[src/rtl/rgb_frame_reader_if.sv]
// ============================================================================
//  Module      : rgb_frame_reader_if
//  Description : Bundles the SRAM read bus and the pixel stream handshake of
//                the RGB frame reader. The master modport is the reader; the
//                slave modport is the SRAM plus downstream pixel consumer.
//  Revision    : 1.0 - initial release
// ============================================================================
`default_nettype none

interface rgb_frame_reader_if;
  logic [17:0] SRAM_address;
  logic        SRAM_we_n;
  logic [15:0] SRAM_read_data;
  logic [7:0]  pixel_R;
  logic [7:0]  pixel_G;
  logic [7:0]  pixel_B;
  logic        pixel_valid;
  logic        pixel_ready;

  modport master (
    output SRAM_address,
    output SRAM_we_n,
    input  SRAM_read_data,
    output pixel_R,
    output pixel_G,
    output pixel_B,
    output pixel_valid,
    input  pixel_ready
  );

  modport slave (
    input  SRAM_address,
    input  SRAM_we_n,
    output SRAM_read_data,
    input  pixel_R,
    input  pixel_G,
    input  pixel_B,
    input  pixel_valid,
    output pixel_ready
  );
endinterface

`default_nettype wire

[src/rtl/rgb_frame_reader.sv]
// ============================================================================
//  Module      : rgb_frame_reader
//  Description : Streams one RGB frame out of SRAM. Words are fetched in
//                ascending order into a small FIFO (reads throttled so the
//                FIFO can never overflow), then unpacked three words per two
//                pixels onto a valid/ready pixel stream.
//                Optional build macro RGB_READER_CKSUM_EN adds a 16-bit
//                checksum port summing every word written into the FIFO.
//  Revision    : 1.0 - initial release
// ============================================================================
`default_nettype none

module rgb_frame_reader #(
  parameter logic [17:0] RGB_BASE   = 18'd146944,
  parameter int          NUM_PIXELS = 76800,
  parameter int          FIFO_DEPTH = 8
) (
  input  wire logic          Clock,
  input  wire logic          reset,
  input  wire logic          start,
  rgb_frame_reader_if.master bus,
  output logic               busy,
  output logic               frame_done
`ifdef RGB_READER_CKSUM_EN
  , output logic [15:0]      checksum
`endif
);

  localparam int TOTAL_WORDS = 3 * NUM_PIXELS / 2;
  localparam int WCW         = $clog2(TOTAL_WORDS + 1);
  localparam int PCW         = $clog2(NUM_PIXELS + 1);
  localparam int AW          = $clog2(FIFO_DEPTH);
  localparam int OCW         = AW + 1;
  localparam int SUMW        = AW + 2;

  typedef enum logic [1:0] {
    S_IDLE  = 2'd0,
    S_FETCH = 2'd1,
    S_DRAIN = 2'd2,
    S_DONE  = 2'd3
  } state_t;

  state_t          state_q, state_d;
  logic            busy_q, busy_d;
  logic            frame_done_q, frame_done_d;

  logic [17:0]     addr_q, addr_d;
  logic [WCW-1:0]  words_q, words_d;
  logic [1:0]      flight_q, flight_d;

  logic [15:0]     fifo_mem_q [FIFO_DEPTH];
  logic [AW-1:0]   wr_ptr_q, wr_ptr_d;
  logic [AW-1:0]   rd_ptr_q, rd_ptr_d;
  logic [OCW-1:0]  fifo_cnt_q, fifo_cnt_d;

  logic [7:0]      pix_r_q, pix_r_d;
  logic [7:0]      pix_g_q, pix_g_d;
  logic [7:0]      pix_b_q, pix_b_d;
  logic            pix_valid_q, pix_valid_d;
  logic            odd_q, odd_d;
  logic [PCW-1:0]  pix_cnt_q, pix_cnt_d;

  logic            start_acc;
  logic [SUMW-1:0] occ_plus_flight;
  logic            issue;
  logic            last_issue;
  logic            fifo_wr;
  logic [15:0]     head0;
  logic [15:0]     head1;
  logic            in_stream;
  logic            load;
  logic            hs;
  logic            last_hs;
  logic [1:0]      pops;

  // Read issue: the first read goes out in the same cycle the start is
  // accepted so the first pixel lands early; afterwards reads are only
  // issued while buffered plus in-flight words leave room in the FIFO.
  always_comb begin
    start_acc       = start && (state_q == S_IDLE);
    occ_plus_flight = SUMW'(fifo_cnt_q) + SUMW'(flight_q[0]) + SUMW'(flight_q[1]);
    issue           = ((state_q == S_FETCH) || start_acc)
                      && (words_q < WCW'(TOTAL_WORDS))
                      && (occ_plus_flight < SUMW'(FIFO_DEPTH));
    last_issue      = issue && (words_q == WCW'(TOTAL_WORDS - 1));
    addr_d          = addr_q;
    words_d         = words_q;
    if (issue) begin
      addr_d  = RGB_BASE + 18'(words_q);
      words_d = words_q + WCW'(1);
    end
    if (state_q == S_DONE) begin
      words_d = '0;
    end
    // Stage 0 = address on the bus, stage 1 = its data on SRAM_read_data.
    flight_d = {flight_q[0], issue};
  end

  // FIFO bookkeeping and pixel unpacking. Every pixel needs two words at the
  // FIFO head: an even pixel consumes one word and peeks the next, an odd
  // pixel consumes both.
  always_comb begin
    fifo_wr     = flight_q[1];
    head0       = fifo_mem_q[rd_ptr_q];
    head1       = fifo_mem_q[rd_ptr_q + AW'(1)];
    hs          = pix_valid_q && bus.pixel_ready;
    in_stream   = (state_q == S_FETCH) || (state_q == S_DRAIN);
    load        = in_stream && (!pix_valid_q || bus.pixel_ready)
                  && (fifo_cnt_q >= OCW'(2));
    pops        = 2'd0;
    pix_r_d     = pix_r_q;
    pix_g_d     = pix_g_q;
    pix_b_d     = pix_b_q;
    pix_valid_d = pix_valid_q;
    odd_d       = odd_q;
    if (load) begin
      pix_valid_d = 1'b1;
      odd_d       = !odd_q;
      if (odd_q) begin
        pix_r_d = head0[7:0];
        pix_g_d = head1[15:8];
        pix_b_d = head1[7:0];
        pops    = 2'd2;
      end else begin
        pix_r_d = head0[15:8];
        pix_g_d = head0[7:0];
        pix_b_d = head1[15:8];
        pops    = 2'd1;
      end
    end else if (hs) begin
      pix_valid_d = 1'b0;
    end
    wr_ptr_d   = wr_ptr_q + AW'(fifo_wr);
    rd_ptr_d   = rd_ptr_q + AW'(pops);
    fifo_cnt_d = fifo_cnt_q + OCW'(fifo_wr) - OCW'(pops);
    pix_cnt_d  = pix_cnt_q + PCW'(hs);
    last_hs    = hs && (pix_cnt_q == PCW'(NUM_PIXELS - 1));
    if (state_q == S_DONE) begin
      pix_cnt_d = '0;
      odd_d     = 1'b0;
    end
  end

  // Frame control: next state plus the registered busy / frame_done outputs.
  always_comb begin
    state_d      = state_q;
    busy_d       = busy_q;
    frame_done_d = frame_done_q;
    case (state_q)
      S_IDLE: begin
        if (start) begin
          state_d = S_FETCH;
          busy_d  = 1'b1;
        end
      end
      S_FETCH: begin
        if (last_issue) begin
          state_d = S_DRAIN;
        end
      end
      S_DRAIN: begin
        if (last_hs) begin
          state_d      = S_DONE;
          frame_done_d = 1'b1;
        end
      end
      S_DONE: begin
        state_d      = S_IDLE;
        busy_d       = 1'b0;
        frame_done_d = 1'b0;
      end
      default: begin
        state_d = S_IDLE;
      end
    endcase
  end

  // State register for the whole datapath; reset abandons any frame and
  // drops in-flight reads so their data never reaches the FIFO.
  always_ff @(posedge Clock) begin
    if (reset) begin
      state_q      <= S_IDLE;
      busy_q       <= 1'b0;
      frame_done_q <= 1'b0;
      addr_q       <= '0;
      words_q      <= '0;
      flight_q     <= '0;
      wr_ptr_q     <= '0;
      rd_ptr_q     <= '0;
      fifo_cnt_q   <= '0;
      pix_r_q      <= '0;
      pix_g_q      <= '0;
      pix_b_q      <= '0;
      pix_valid_q  <= 1'b0;
      odd_q        <= 1'b0;
      pix_cnt_q    <= '0;
    end else begin
      state_q      <= state_d;
      busy_q       <= busy_d;
      frame_done_q <= frame_done_d;
      addr_q       <= addr_d;
      words_q      <= words_d;
      flight_q     <= flight_d;
      wr_ptr_q     <= wr_ptr_d;
      rd_ptr_q     <= rd_ptr_d;
      fifo_cnt_q   <= fifo_cnt_d;
      pix_r_q      <= pix_r_d;
      pix_g_q      <= pix_g_d;
      pix_b_q      <= pix_b_d;
      pix_valid_q  <= pix_valid_d;
      odd_q        <= odd_d;
      pix_cnt_q    <= pix_cnt_d;
    end
  end

  // FIFO storage: returning SRAM data is captured in the cycle it arrives.
  always_ff @(posedge Clock) begin
    if (!reset && fifo_wr) begin
      fifo_mem_q[wr_ptr_q] <= bus.SRAM_read_data;
    end
  end

`ifdef RGB_READER_CKSUM_EN
  logic [15:0] cksum_q, cksum_d;

  // Running sum of FIFO writes, restarted by each accepted start.
  always_comb begin
    cksum_d = cksum_q;
    if (start_acc) begin
      cksum_d = '0;
    end else if (fifo_wr) begin
      cksum_d = cksum_q + bus.SRAM_read_data;
    end
  end

  // Checksum register.
  always_ff @(posedge Clock) begin
    if (reset) begin
      cksum_q <= '0;
    end else begin
      cksum_q <= cksum_d;
    end
  end

  assign checksum = cksum_q;
`else
  // Checksum port and accumulator are not built in this configuration.
`endif

  assign bus.SRAM_address = addr_q;
  assign bus.SRAM_we_n    = 1'b1;
  assign bus.pixel_R      = pix_r_q;
  assign bus.pixel_G      = pix_g_q;
  assign bus.pixel_B      = pix_b_q;
  assign bus.pixel_valid  = pix_valid_q;
  assign busy             = busy_q;
  assign frame_done       = frame_done_q;

endmodule

`default_nettype wire
[src/flat_wrapper.sv]
// flat-port wrapper written by rule: the top's interface ports become plain ports
module rgb_frame_reader_flat 
#(
  parameter logic [17:0] RGB_BASE   = 18'd146944,
  parameter int          NUM_PIXELS = 76800,
  parameter int          FIFO_DEPTH = 8
)
  (Clock, reset, start, busy, frame_done, bus_SRAM_address, bus_SRAM_we_n, bus_SRAM_read_data, bus_pixel_R, bus_pixel_G, bus_pixel_B, bus_pixel_valid, bus_pixel_ready);
  rgb_frame_reader_if bus_i ();
  input  wire logic Clock;
  input  wire logic reset;
  input  wire logic start;
  output logic busy;
  output logic frame_done;
  output wire logic [$bits(bus_i.SRAM_address)-1:0] bus_SRAM_address;
  output wire logic [$bits(bus_i.SRAM_we_n)-1:0] bus_SRAM_we_n;
  input wire logic [$bits(bus_i.SRAM_read_data)-1:0] bus_SRAM_read_data;
  output wire logic [$bits(bus_i.pixel_R)-1:0] bus_pixel_R;
  output wire logic [$bits(bus_i.pixel_G)-1:0] bus_pixel_G;
  output wire logic [$bits(bus_i.pixel_B)-1:0] bus_pixel_B;
  output wire logic [$bits(bus_i.pixel_valid)-1:0] bus_pixel_valid;
  input wire logic [$bits(bus_i.pixel_ready)-1:0] bus_pixel_ready;
  assign bus_SRAM_address = bus_i.SRAM_address;
  assign bus_SRAM_we_n = bus_i.SRAM_we_n;
  assign bus_i.SRAM_read_data = bus_SRAM_read_data;
  assign bus_pixel_R = bus_i.pixel_R;
  assign bus_pixel_G = bus_i.pixel_G;
  assign bus_pixel_B = bus_i.pixel_B;
  assign bus_pixel_valid = bus_i.pixel_valid;
  assign bus_i.pixel_ready = bus_pixel_ready;
  rgb_frame_reader #(.RGB_BASE(RGB_BASE), .NUM_PIXELS(NUM_PIXELS), .FIFO_DEPTH(FIFO_DEPTH)) u_core (.Clock(Clock), .reset(reset), .start(start), .bus(bus_i), .busy(busy), .frame_done(frame_done));
endmodule
[config.mk]
export PLATFORM = sky130hd
export DESIGN_NAME = rgb_frame_reader_flat
export DESIGN_NICKNAME = d
export VERILOG_FILES = /design/src/rtl/rgb_frame_reader_if.sv /design/src/rtl/rgb_frame_reader.sv /design/src/flat_wrapper.sv
export SDC_FILE = /design/constraint.sdc
export NUM_CORES = 1
export LEC_CHECK = 0
export ABC_AREA = 1
export CAP_MARGIN = 20
export CORE_MARGIN = 2
export CORE_UTILIZATION = 48
export DETAILED_ROUTE_END_ITERATION = 12
export HOLD_SLACK_MARGIN = 0.06
export PLACE_DENSITY = 0.77
export SKIP_CTS_REPAIR_TIMING = 1
export SLEW_MARGIN = 20
export SYNTH_ARGS = -nofsm -noshare
export SYNTH_HDL_FRONTEND = slang
export SYNTH_SLANG_ARGS = --single-unit
[constraint.sdc]
create_clock -name Clock -period 3.4 [get_ports Clock]
set_input_delay 0.51 -clock Clock [delete_from_list [all_inputs] [get_ports Clock]]
set_output_delay 0.51 -clock Clock [all_outputs]
set_load 0.005 [all_outputs]
# Word-level counts from Yosys, hierarchy flattened
# Memories as Yosys holds them, arrays and structs flattened. A register that Yosys moved wholly into a read port is not among the register bits.
# Cells that the tools add are included.
# op_classes
add_sub_neg,10
multipliers,0
n_div,0
magnitude_cmp,3
eq_ne,8
shift,0
mux,18
n_bitwise,0
n_reduce_logical,23
# ops
operator,count
"17-bit == test, second input constant",2
8-bit 2-to-1 mux,3
"18-bit by 17-bit adder with 18-bit output, first input constant",1
17-bit by 1-bit adder with 17-bit output,1
"17-bit by 1-bit adder with 17-bit output, second input constant",1
"17-bit < comparator, second input constant",1
2-bit 2-to-1 mux,5
1-bit logical AND,9
2-bit one-hot mux with 4 select lines,1
1-bit 2-to-1 mux,6
2-bit nonzero test,3
4-bit by 1-bit adder with 5-bit output,1
5-bit by 1-bit adder with 5-bit output,1
"5-bit by 4-bit < comparator with 1-bit output, second input constant",1
4-bit by 1-bit adder with 4-bit output,1
"2-bit == test, second input constant",2
"4-bit by 2-bit greater-or-equal comparator with 1-bit output, second input constant",1
"2-bit by 1-bit inequality test with 1-bit output, second input constant",2
1-bit one-hot mux with 2 select lines,2
2-bit AND reduction,2
4-bit by 2-bit subtractor with 4-bit output,1
3-bit by 1-bit adder with 3-bit output,1
"3-bit by 1-bit adder with 3-bit output, second input constant",1
3-bit by 2-bit adder with 3-bit output,1
other kinds (8),12
# word_totals
regBits,94
latch_bits,0
ramBits,128
mem_bits_ro,0
inputBits,20
output_inout_bits,46
elab_cells,78
mem_count,1
# memory_table
memory,depth,width,read_ports,rd_clocked_by_memory_dff,wr,line,source
u_core.fifo_mem_q,8,16,2,1,1,rgb_frame_reader.sv:51,logic [15:0] fifo_mem_q [FIFO_DEPTH];

# Longest topological paths before layout
# logic_depth
word_depth,8
depth_mapped,13
depth_no_buf,13

# Least setup slack after synthesis
# OpenSTA, ideal clock, no wires.
# synth_timing
kind,reg2reg
start,reg u_core.state_q[0]
end,reg u_core.fifo_cnt_q[3]
setup_time_ns,0.070
t_arrival_ns,2.465
required_time_ns,3.330
slack_ns,0.865
path_stages_with_launch,13
path_buffers,1
period_less_slack_ns,2.535
cell_sequence,dfxtp_1 > inv_1 > ha_1 > o211ai_4 > nor2_2 > buf_2 > inv_1 > ha_1 > ha_1 > a21o_1 > a21oi_1 > o21ai_0 > a21oi_1
# synth_via
elab_chain_len,6
word_cells_on_any_way,7
cone_classes,add/sub: 1; eq/ne: 2; mux: 1; reduce/logical: 3
# synth_rtl
item,line,source
from (decl),rgb_frame_reader.sv:43,"state_t state_q, state_d;"
from (signal assigned),rgb_frame_reader.sv:198,state_q <= state_d;
2-bit by 1-bit == test with 1-bit output / 2-bit == test (equally long branches),rgb_frame_reader.sv:107,in_stream = (state_q == S_FETCH) || (state_q == S_DRAIN);
1-bit logical OR (*),rgb_frame_reader.sv:107,
1-bit logical AND (*),rgb_frame_reader.sv:108,load = in_stream && (!pix_valid_q || bus.pixel_ready)
1-bit logical AND (*),rgb_frame_reader.sv:109,&& (fifo_cnt_q >= OCW'(2));
2-bit 2-to-1 mux (*),rgb_frame_reader.sv:116,if (load) begin
4-bit by 2-bit subtractor with 4-bit output (*),rgb_frame_reader.sv:135,fifo_cnt_d = fifo_cnt_q + OCW'(fifo_wr) - OCW'(pops);
to (signal assigned),rgb_frame_reader.sv:206,fifo_cnt_q <= fifo_cnt_d;
to (decl),rgb_frame_reader.sv:54,"logic [OCW-1:0] fifo_cnt_q, fifo_cnt_d;"
# Every way passes the cells marked *; elsewhere a longest branch is shown, timed or not.
# A chain may end at the register's enable or synchronous reset.

# Worst setup path in the final report
# layout_timing
start,reg u_core.rd_ptr_q[0]
end,reg u_core.pix_g_q[4] (netlist: u_core.bus.pixel_G[4])
# layout_via
elab_chain_len,3
# layout_rtl
item,line,source
from (decl),rgb_frame_reader.sv:53,"logic [AW-1:0] rd_ptr_q, rd_ptr_d;"
from (signal assigned),rgb_frame_reader.sv:205,rd_ptr_q <= rd_ptr_d;
3-bit by 1-bit adder with 3-bit output,rgb_frame_reader.sv:105,head1 = fifo_mem_q[rd_ptr_q + AW'(1)];
memory read 8 x 16 bit,n/a,
8-bit 2-to-1 mux,rgb_frame_reader.sv:119,if (odd_q) begin
to (signal assigned),rgb_frame_reader.sv:208,pix_g_q <= pix_g_d;
to (decl),rgb_frame_reader.sv:57,"logic [7:0] pix_g_q, pix_g_d;"
# No other way between the ends.

==> flow_metrics.tcl <==
set metrics [dict create \
    h-tree-depth 1 \
    drv_cap 0 \
    dieArea_sq_um 23950 \
    wirelength_mm 26.77 \
    layout_common_cells "257 x nand2_1, 160 x inv_1, 133 x a21oi_1, 128 x edfxtp_1, 97 x o21ai_0" \
    synth_area_per_cell_sq_um 8.589 \
    track_usage_pct 21.94 \
    cts-root-buf "clkbuf_16" \
    grt_pass1_wl_mm 42.42 \
    crit_chain "inv_2 > buf_12 > a21oi_1 > o21ai_0 > nand2_1 > nand2_1 > nand2_1 > nand2_1 > nand3_1 > nand2_1 > inv_1" \
    max_slew_margin_pct 48.30 \
    fp-row-count 55 \
    grt_overflow 0 \
    post-dp-hpwl_mm 17.11 \
    critPathMaxStageDelay_ns 0.72 \
    synthesis.nets 1314 \
    critical_path.most_common_cell "nand2_1" \
    async_reset_ff_share_pct 0 \
    via_per_inst 5.530 \
    die_w_um 154.7 \
    ys.flop_type "edfxtp_1" \
    ys_warn_count 0 \
    syn_inst 1270 \
    io_buffer_count 64 \
    rsz0062_at_grt "no" \
    fill_cells 1901 \
    synth-edff-count 128 \
    status "finished clean" \
    routedWlPerCell_um 16.50 \
    cts.path.max_buffers 3 \
    cp_max_fo 104 \
    syn_area_sq_um 10910 \
    crit_end "u_core.bus.pixel_G[4]" \
    slowest_stage "dfxtp_4" \
    r2r-start "u_core.rd_ptr_q[0]" \
    critPathLaunch "u_core.rd_ptr_q[0]" \
    gp_congestion 0.8708 \
    postRouteAntennaNets 0 \
    crit_required_ns 3.86 \
    cts_tree "yes" \
    grt_start_max_net_pins 105 \
    tns_ns 0 \
    grt_pass1_vias 8247 \
    ys_ff_latch 222 \
    post-route-min-period_ns 2.408 \
    drcViolationCount 0 \
    post-route-period-util_pct 70.83 \
    reg2reg_to "u_core.bus.pixel_G[4]" \
    die_h_um 154.7 \
    finalSetupViolations 0 \
    clk_latency_ns 0.52 \
    rrSetupSlack_ns 0.99 \
    nNetsFinal 1364 \
    crit_path_end_kind "register" \
    cts.sinks 222 \
    routed-via-count 8976 \
    synth_seq_area_share_pct 52.49 \
    cp_data_arrival_time_ns 2.87 \
    r2r_cells 11 \
    finalHoldViolCount 0 \
    cts_buffers 24 \
    powerDensity_nw_per_um2 710.4 \
    layout_commonest_cell "nand2_1" \
    fmax_mhz 415.2 \
    core_sq_um 22500 \
    syn2layout_area_growth_pct 15.13 \
    hold_class "reg -> reg" \
    critPathKind "reg -> reg" \
    synth_area_leaders "edfxtp_1 35%, dfxtp_1 17%, nand2_1 8.8%, a21oi_1 6.1%, inv_1 5.5%" \
    antenna_found_initial 0 \
    final_max_slew_viol_count 0 \
    antenna_cells 0 \
    utilization_pct 55.81 \
    drtIter0Drc 842 \
    critPathLaunchType "register" \
    start_util_pct 48.47 \
    synth_top_cell_by_area "edfxtp_1" \
    io_pins 66 \
    dr.pass1.iters 5 \
    drive_gt1_share_pct 7.623 \
    ys_types 46 \
    finClkSkew_ns 0.02338 \
    tightest_slew_ns 0.7747 \
    vdd_drop_max_mv 0.3611 \
    path_clk_slew_ns 0.06 \
    leakage_nw 4.958 \
    hp-start "u_core.flight_q[0]" \
    synth_top_area_share_pct 35.24 \
]
logic make-up after synthesis:
kind of cell	after synthesis	synth area share, %
XOR/XNOR	14	1.296
adder cells (fa/ha/maj)	24	2.891
buffers and inverters	234	9.440
AND/OR/NAND/NOR	467	18.50
AO/OA/AOI/OAI	308	15.35
other	1	0.03438
flip-flops	222	52.49
per-layer routing:
layer	vias to the layer above	share of wire [%]	wire length, um	GRT usage (%)
met4	0	1.8	493	5.556
met5	-	0	0	0
li1	4348	-	-	-
met3	48	8.4	2250	2.578
met1	4200	42	11280	30.19
met2	380	48	12750	37.14
critical path, delay by kind of cell, from the launching register on:
kind / cells / cell delay (ns)
buf+inv: 3 / 0.73
compound gates: 2 / 0.35
simple gates: 6 / 0.53
flops: 1 / 0.72
synthesized netlist by cell type, types with 2 or more instances:
master,instances
nor2_1,77
nand3_2,2
a21oi_1,133
inv_1,160
inv_2,4
o21ai_0,97
nor3b_1,2
xor2_1,8
nand3_1,94
xnor2_1,5
buf_2,30
a31oi_1,3
edfxtp_1,128
o211ai_1,28
a21oi_2,3
nor3_1,10
buf_4,6
nor3_2,6
buf_6,10
clkbuf_1,18
ha_1,22
nand2_1,257
buf_1,5
nand2_2,7
o21ai_1,33
nor2_2,4
a211oi_2,2
dfxtp_1,94
o22ai_1,4
fa_1,2
report_power, final:
| part | leakage, nW | internal [W] | switching, W |
|---|---|---|---|
| clock | 0.406 | 0.00163 | 0.00105 |
| combinational | 2.63 | 0.00116 | 0.00169 |
| sequential | 1.92 | 0.00315 | 0.000253 |
| total | 4.96 | 0.00594 | 0.00299 |
metrics by stage:
stage | hold slack [ns] | area [sq um] | power [W] | worst slack (ns) | cells
global placement | 0.4115 | 11730 | 0.006166 | 0.7387 | 1579
floorplan | 0.4031 | 10910 | 0.005303 | 0.8654 | 1270
global route | 0.4558 | 12560 | 0.009438 | 0.7489 | 1623
finish | 0.4495 | 12560 | 0.008921 | 0.9917 | 1623
CTS | 0.4558 | 12560 | 0.008942 | 1.016 | 1623
detailed placement | 0.4192 | 11730 | 0.006255 | 0.7215 | 1579
state kept, by name (all words and copies together) (netlist names):
name / flops
u_core.fifo_mem_q: 128
u_core.bus.SRAM_address: 18
u_core.pix_cnt_q: 17
u_core.words_q: 17
u_core.bus.pixel_B: 8
u_core.bus.pixel_G: 8
u_core.bus.pixel_R: 8
u_core.fifo_cnt_q: 4
u_core.rd_ptr_q: 3
u_core.wr_ptr_q: 3
u_core.flight_q: 2
u_core.state_q: 2
u_core.bus.pixel_valid: 1
u_core.busy: 1
u_core.frame_done: 1
u_core.odd_q: 1
cell type report:
type	instances	area [sq um]	share of cell area, %
Timing Repair Buffer	94	878.3	6.994
Clock inverter	11	105.1	0.8369
Clock buffer	33	719.4	5.729
Tap cell	285	356.6	2.839
Sequential cell	222	5731	45.63
Multi-Input combinational cell	814	4153	33.07
Inverter	164	615.6	4.902
worst min path at each step:
stage	to	slack (ns)	cells after the start
after CTS	u_core.flight_q[1]	0.46	2
after detailed placement	u_core.flight_q[1]	0.42	2
final	u_core.flight_q[1]	0.45	2
after global routing	u_core.flight_q[1]	0.46	2
after floorplan	u_core.flight_q[1]	0.40	2
after global placement	u_core.flight_q[1]	0.41	2
(Power assumes the default switching activity.)
